**config.mk**
```make
export PLATFORM = sky130hd
export DESIGN_NAME = cc_register_hub
export DESIGN_NICKNAME = d
export VERILOG_FILES = /design/src/rtl/cc_hub_pkg.sv /design/src/rtl/cc_irq_ctrl.sv /design/src/rtl/cc_register_hub.sv
export SDC_FILE = /design/constraint.sdc
export NUM_CORES = 1
export LEC_CHECK = 0
export BUFFER_PORTS_ARGS = -buffer_cell sky130_fd_sc_hd__buf_4
export CORE_ASPECT_RATIO = 0.75
export CORE_UTILIZATION = 50
export CTS_BUF_LIST = sky130_fd_sc_hd__clkbuf_16
export DETAILED_ROUTE_END_ITERATION = 6
export HOLD_SLACK_MARGIN = 0.06
export PLACE_DENSITY = 0.78
export SYNTH_ARGS = -nofsm -noshare
export SYNTH_HDL_FRONTEND = slang
export SYNTH_SLANG_ARGS = --single-unit
```
**constraint.sdc**
```tcl
create_clock -name clk -period 5.15 [get_ports clk]
set_input_delay 0.7725 -clock clk [delete_from_list [all_inputs] [get_ports clk]]
set_output_delay 0.7725 -clock clk [all_outputs]
set_load 0.02 [all_outputs]
```
**src/rtl/cc_hub_pkg.sv**
```systemverilog
// Shared constants for the command & control hub: port map and IRQ state encoding.
// Latency: n/a (package only).
// Backpressure: n/a.
package cc_hub_pkg;

    // Port addresses on the PicoBlaze port bus
    localparam logic [7:0] PA_REG_BASE = 8'h00;  // LogCap reg_in read / reg_out write
    localparam logic [7:0] PA_RB_BASE  = 8'h40;  // reg_out read-back
    localparam logic [7:0] PA_CMD      = 8'h20;  // read status, write command
    localparam logic [7:0] PA_UART     = 8'h21;  // read RX data, write TX data
    localparam logic [7:0] PA_USTAT    = 8'h22;  // UART FIFO flags
    localparam logic [7:0] PA_SW_LO    = 8'h23;
    localparam logic [7:0] PA_SW_HI    = 8'h24;
    localparam logic [7:0] PA_BTN      = 8'h25;
    localparam logic [7:0] PA_IRQ_PEND = 8'h26;  // read pending, write-1-to-clear
    localparam logic [7:0] PA_IRQ_MASK = 8'h27;
    localparam logic [7:0] PA_LED_LO   = 8'h28;
    localparam logic [7:0] PA_LED_HI   = 8'h29;

    // Interrupt request handshake states
    typedef enum logic [1:0] {
        IRQ_IDLE    = 2'd0,
        IRQ_REQ     = 2'd1,
        IRQ_SERVICE = 2'd2
    } irq_state_e;

endpackage

```
**src/rtl/cc_irq_ctrl.sv**
```systemverilog
// Interrupt controller: periodic tick, rising-edge sources, pending/mask, request/ack FSM.
// Latency: source edge -> pending 2 cycles; pending&mask -> interrupt 1 cycle.
// Backpressure: none; requests stay pending until cleared by a W1C write.
module cc_irq_ctrl #(
    parameter int N_EXT_IRQ = 3,
    parameter int TICK_DIV  = 100_000_000
) (
    input  logic                                      clk,
    input  logic                                      reset,
    input  logic [((N_EXT_IRQ > 0) ? N_EXT_IRQ : 1)-1:0] irq_src,
    input  logic                                      interrupt_ack,
    input  logic                                      pend_wr,
    input  logic                                      mask_wr,
    input  logic [N_EXT_IRQ:0]                        wdata,
    output logic [7:0]                                pending,
    output logic [7:0]                                mask,
    output logic                                      interrupt
);
    import cc_hub_pkg::*;

    localparam int NP = N_EXT_IRQ + 1;
    localparam int SW = (N_EXT_IRQ > 0) ? N_EXT_IRQ : 1;
    localparam int CW = $clog2(TICK_DIV);
    localparam logic [CW-1:0] TICK_MAX = CW'(TICK_DIV - 1);

    logic [CW-1:0] tick_cnt_q, tick_cnt_d;
    logic          tick;
    logic [SW-1:0] src_q, src_prev_q;
    logic [NP-1:0] set_req;
    logic [NP-1:0] pending_q, pending_d;
    logic [NP-1:0] mask_q, mask_d;
    irq_state_e    state_q, state_d;
    logic          interrupt_q;

    assign tick       = (tick_cnt_q == TICK_MAX);
    assign tick_cnt_d = tick ? '0 : tick_cnt_q + 1'b1;

    // Collect set requests: bit 0 from the tick wrap, bit k+1 from a rising edge of source k
    always_comb begin
        set_req    = '0;
        set_req[0] = tick;
        for (int k = 0; k < N_EXT_IRQ; k++) begin
            set_req[k+1] = src_q[k] & ~src_prev_q[k];
        end
    end

    // Pending: W1C clear first, then OR in new requests so a same-cycle set wins
    always_comb begin
        pending_d = (pending_q & ~(pend_wr ? wdata : '0)) | set_req;
        mask_d    = mask_wr ? wdata : mask_q;
    end

    // Request/ack handshake next-state logic
    always_comb begin
        state_d = state_q;
        case (state_q)
            IRQ_IDLE:    if (|(pending_q & mask_q)) state_d = IRQ_REQ;
            IRQ_REQ:     if (interrupt_ack)         state_d = IRQ_SERVICE;
            IRQ_SERVICE: if (pend_wr)               state_d = IRQ_IDLE;
            default:                                state_d = IRQ_IDLE;
        endcase
    end

    // State, counters and the registered interrupt output
    always_ff @(posedge clk or negedge reset) begin
        if (!reset) begin
            tick_cnt_q  <= '0;
            src_q       <= '0;
            src_prev_q  <= '0;
            pending_q   <= '0;
            mask_q      <= '0;
            state_q     <= IRQ_IDLE;
            interrupt_q <= 1'b0;
        end else begin
            tick_cnt_q  <= tick_cnt_d;
            src_q       <= irq_src;
            src_prev_q  <= src_q;
            pending_q   <= pending_d;
            mask_q      <= mask_d;
            state_q     <= state_d;
            interrupt_q <= (state_d == IRQ_REQ);
        end
    end

    assign pending   = 8'(pending_q);
    assign mask      = 8'(mask_q);
    assign interrupt = interrupt_q;

endmodule

```
**src/rtl/cc_register_hub.sv**
```systemverilog
// PicoBlaze port-bus hub: address decode, LogCap/UART/board IO datapath, interrupt controller.
// Latency: reads 1 cycle after port_id; strobes/pops 1 cycle after the access; TX push combinational.
// Backpressure: none; FIFO flags are only reported to software, never used to stall.
module cc_register_hub #(
    parameter int NUM_REGS  = 8,
    parameter int N_EXT_IRQ = 3,
    parameter int TICK_DIV  = 100_000_000
) (
    input  logic                                      clk,
    input  logic                                      reset,
    input  logic [7:0]                                port_id,
    input  logic [7:0]                                port_out,
    output logic [7:0]                                port_in,
    input  logic                                      write_strobe,
    input  logic                                      kwrite_strobe,
    input  logic                                      read_strobe,
    output logic                                      interrupt,
    input  logic                                      interrupt_ack,
    input  logic [((N_EXT_IRQ > 0) ? N_EXT_IRQ : 1)-1:0] irq_src,
    output logic [15:0]                               led,
    input  logic [15:0]                               switch,
    input  logic [7:0]                                button,
    input  logic [7:0]                                data_rx,
    input  logic                                      urx_buffer_full,
    input  logic                                      urx_buffer_half_full,
    input  logic                                      urx_buffer_data_present,
    output logic                                      urx_buffer_read,
    output logic [7:0]                                data_tx,
    input  logic                                      utx_buffer_full,
    input  logic                                      utx_buffer_half_full,
    input  logic                                      utx_buffer_data_present,
    output logic                                      utx_buffer_write,
    input  logic [NUM_REGS*8-1:0]                     reg_in,
    output logic [NUM_REGS*8-1:0]                     reg_out,
    output logic [7:0]                                command,
    output logic                                      command_strobe,
    input  logic [7:0]                                status
);
    import cc_hub_pkg::*;

    logic                  wr;
    logic [NUM_REGS*8-1:0] reg_out_q, reg_out_d;
    logic [15:0]           led_q, led_d;
    logic [7:0]            command_q, command_d;
    logic                  cmd_strobe_q;
    logic                  urx_read_q;
    logic [7:0]            port_in_q, rdata_d;
    logic [7:0]            irq_pending, irq_mask;

    // Constant-port writes behave exactly like normal writes
    assign wr               = write_strobe | kwrite_strobe;
    assign utx_buffer_write = wr && (port_id == PA_UART);
    assign data_tx          = port_out;

    // Next-state for the software-writable registers; unmapped writes fall through
    always_comb begin
        reg_out_d = reg_out_q;
        led_d     = led_q;
        command_d = command_q;
        if (wr) begin
            for (int i = 0; i < NUM_REGS; i++) begin
                if (port_id == PA_REG_BASE + 8'(i)) reg_out_d[8*i +: 8] = port_out;
            end
            if (port_id == PA_LED_LO) led_d[7:0]  = port_out;
            if (port_id == PA_LED_HI) led_d[15:8] = port_out;
            if (port_id == PA_CMD)    command_d   = port_out;
        end
    end

    // Read mux over the full 8-bit address; anything unmapped reads as zero
    always_comb begin
        rdata_d = 8'h00;
        case (port_id)
            PA_CMD:      rdata_d = status;
            PA_UART:     rdata_d = data_rx;
            PA_USTAT:    rdata_d = {2'b00, urx_buffer_full, urx_buffer_half_full,
                                    urx_buffer_data_present, utx_buffer_full,
                                    utx_buffer_half_full, utx_buffer_data_present};
            PA_SW_LO:    rdata_d = switch[7:0];
            PA_SW_HI:    rdata_d = switch[15:8];
            PA_BTN:      rdata_d = button;
            PA_IRQ_PEND: rdata_d = irq_pending;
            PA_IRQ_MASK: rdata_d = irq_mask;
            default: begin
                for (int i = 0; i < NUM_REGS; i++) begin
                    if (port_id == PA_REG_BASE + 8'(i)) rdata_d = reg_in[8*i +: 8];
                    if (port_id == PA_RB_BASE + 8'(i))  rdata_d = reg_out_q[8*i +: 8];
                end
            end
        endcase
    end

    // Datapath registers, registered read data and the one-cycle strobes
    always_ff @(posedge clk or negedge reset) begin
        if (!reset) begin
            reg_out_q    <= '0;
            led_q        <= '0;
            command_q    <= '0;
            cmd_strobe_q <= 1'b0;
            urx_read_q   <= 1'b0;
            port_in_q    <= '0;
        end else begin
            reg_out_q    <= reg_out_d;
            led_q        <= led_d;
            command_q    <= command_d;
            cmd_strobe_q <= wr && (port_id == PA_CMD);
            urx_read_q   <= read_strobe && (port_id == PA_UART);
            port_in_q    <= rdata_d;
        end
    end

    cc_irq_ctrl #(
        .N_EXT_IRQ (N_EXT_IRQ),
        .TICK_DIV  (TICK_DIV)
    ) u_irq (
        .clk           (clk),
        .reset         (reset),
        .irq_src       (irq_src),
        .interrupt_ack (interrupt_ack),
        .pend_wr       (wr && (port_id == PA_IRQ_PEND)),
        .mask_wr       (wr && (port_id == PA_IRQ_MASK)),
        .wdata         (port_out[N_EXT_IRQ:0]),
        .pending       (irq_pending),
        .mask          (irq_mask),
        .interrupt     (interrupt)
    );

    assign reg_out         = reg_out_q;
    assign led             = led_q;
    assign command         = command_q;
    assign command_strobe  = cmd_strobe_q;
    assign urx_buffer_read = urx_read_q;
    assign port_in         = port_in_q;

endmodule

```
==> impl_metrics.py <==
metrics = {
    "grt": {
        "grt_pass1_wl_um": 42400,
        "grt.overflow.total": 0,
        "grt_max_degree": 103,
        "antenna_found_initial": 0,
        "grt_pass1_vias": 7136,
        "grt_util_all_layers": 0.352,
    },
    "synth": {
        "synth_ff_type": "dfrtp_1",
        "yosys_register_bits": 142,
        "synth.distinct_cells": 76,
        "synth_nets": 904,
        "syn-mean-instance-area_um2": 10.2,
        "syn-cell-area_um2": 7850,
        "synth_seq_area_share": 0.452,
        "synth_edf_count": 0,
        "synth_warnings": 0,
        "synth_top_cells_by_area": "dfrtp_1 45%, mux2_2 13%, o21ai_0 3.4%",
        "ys_async_sr_fraction": 1.00,
        "synth.top_cell.area_share": 0.452,
        "synth_top_cell_by_area": "dfrtp_1",
        "netlist_instances": 768,
    },
    "detailed_routing": {
        "wl_um": 28400,
        "drt-initial-drc-count": 840,
        "wire_per_inst_um": 23.8,
        "num_vias": 7458,
        "drcViolationCount": 0,
        "postRouteAntennaNets": 0,
        "via_per_inst": 6.25,
        "dr.pass1.iters": 5,
    },
    "floorplan": {
        "design.portCount": 243,
        "fp.dieH_um": 111,
        "start_util": 0.514,
        "die_w_um": 147,
        "core-area_um2": 15300,
        "die-area_um2": 16200,
        "row_count": 39,
    },
    "clocking": {
        "clock_latency_ns": 0.43,
        "ctsRootBufferMaster": "clkbuf_16",
        "postCtsHoldBufs": 0,
        "htreeDepth": 4,
        "cts_tree": "done",
        "cts_setup_buffers": 0,
        "cts_resized": 0,
        "clockBufferDepth": 2,
        "cts.sinks": 142,
        "clk_pin_slew_ns": 0.06,
        "cts-buffers-inserted": 17,
    },
    "final_layout": {
        "area_delta_synth_final_pct": 31.0,
        "final_cell_mix": "245 x buf_4, 142 x dfrtp_1, 94 x mux2_2",
        "final_util": 0.674,
        "final_common_cell": "buf_4",
        "n_antenna_cell": 0,
        "final_nets": 1111,
        "final_layout_size_suffix_gt1_frac": 0.404,
        "final_area_um2": 10300,
    },
    "power": {
        "p_leak_nw": 4.81,
        "ir_drop_mv": 0.287,
        "p_per_area_nw_per_um2": 295,
        "p_total_mw": 3.04,
    },
    "worst_hold_path": {
        "hp-class": "reg2reg",
    },
    "sta": {
        "tns_ns": 0,
        "clock_skew_ns": 0.0102,
        "finalHoldViolCount": 0,
        "fin_crit_ns": 3.10,
        "slew_headroom": 0.354,
        "fin_crit_sh": 0.602,
        "setup_viol": 0,
        "drv_slew": 0,
        "worst_pin_slew_ns": 0.969,
        "fmax_ghz": 0.323,
        "rsz0062_at_grt": "no",
    },
    "placed_design": {
        "port_buffers": 242,
        "detailed_place_hpwl_um": 20300,
        "dpl_cell_area_um2": 9680,
        "place_congestion": 0.966,
    },
    "run": {
        "drv_cap": 0,
    },
    "setup_path": {
        "crit_path_max_fanout": 75,
        "cp.required_ns": 4.38,
        "start_kind": "primary input",
        "end_kind": "primary output",
        "crit_type": "in2out",
        "cp.arrival_ns": 2.33,
    },
    "run_status": {
        "status": "completed",
    },
}
==> registers in the layout (all words and copies together), names as in the netlist, 2 cells and up <==
signal and cells:
reg_out 64, u_irq.tick_cnt_q 27, led 16, command 8, port_in 8, u_irq.mask_q 4, u_irq.pending_q 4, u_irq.src_prev_q 3
u_irq.src_q 3, u_irq.state_q 2
==> cell families (layout without fill, tap and decap cells) <==
kind of cell	count (synthesis)	count (layout)	share of synthesized area
compound gates	192	192	0.160
xor+xnor	22	22	0.0245
fa+ha+maj	1	1	0.00159
buf+inv	68	288	0.0425
flops	142	142	0.452
mux	105	105	0.149
simple gates	238	238	0.170
==> report_power, final <==
part | internal, mW | total, mW | switching, mW
Sequential | 1.18 | 1.24 | 0.0568
Combinational | 0.217 | 0.493 | 0.276
Clock | 0.809 | 1.31 | 0.499
==> worst max-delay path, stage by stage <==
cell	delay, ns
buf_4	0.34
nor4b_4	0.49
o21ai_0	0.30
nor2_1	0.22
buf_4	0.17
==> routing by layer <==
metal	vias to the layer above	global-route usage	wire length (um)
met3	43	0.122	3660
met5	-	0	0
met1	3624	0.491	11800
met2	529	0.512	12300
met4	0	0.111	687
li1	3262	-	-
==> area by class of cell <==
cell class	instances	area, um2
Clock buffer	17	425
Clock inverter	15	190
Fill cell	1221	4980
Inverter	10	37.5
Multi-Input combinational cell	558	3980
Sequential cell	142	3550
Tap cell	205	256
Timing Repair Buffer	246	1850
==> path summary, 6_finish.rpt <==
path                                     startpoint                    to  slack (ns)  cells past startpoint
worst max-delay path                     port_id[6]      utx_buffer_write        2.05                      5
min in group asynchronous                     reset       u_irq.interrupt        0.46                      1
worst min register to register       u_irq.src_q[0]   u_irq.src_prev_q[0]        0.38                      0
max in group asynchronous                     reset           reg_out[29]        3.56                      2
worst min-delay path                 u_irq.src_q[0]   u_irq.src_prev_q[0]        0.38                      0
worst max register to register  u_irq.tick_cnt_q[8]  u_irq.tick_cnt_q[22]        2.77                      6
==> synth_stat cells, types with 4 or more instances <==
cell and number:
xor2_1 11, o311ai_0 5, clkbuf_1 23, and3_1 6
a211oi_1 8, a22oi_1 11, nor3_1 16, nor4b_4 4
inv_1 9, mux2i_1 11, a221oi_1 12, a31oi_1 11
o21ai_0 53, dfrtp_1 142, nor4_1 5, nand4_1 8
buf_2 21, xnor2_1 11, nand3_1 30, nand2_1 55
a32oi_1 4, nor2_2 9, nor2b_1 10, a2bb2oi_1 4
buf_4 12, nand2b_1 8, mux2_2 94, nor2_1 50
a21oi_1 38, and4_1 4, o22ai_1 13
==> stage by stage <==
step	hold slack (ns)	setup WS, ns	cells
final	0.384	2.05	1193
after CTS	0.386	2.09	1193
after global routing	0.388	1.98	1193
after floorplan	0.354	2.73	768
after detailed placement	0.366	1.97	1161
after global placement	0.366	1.96	1161
No activity file was read; power rests on OpenSTA's default activity.
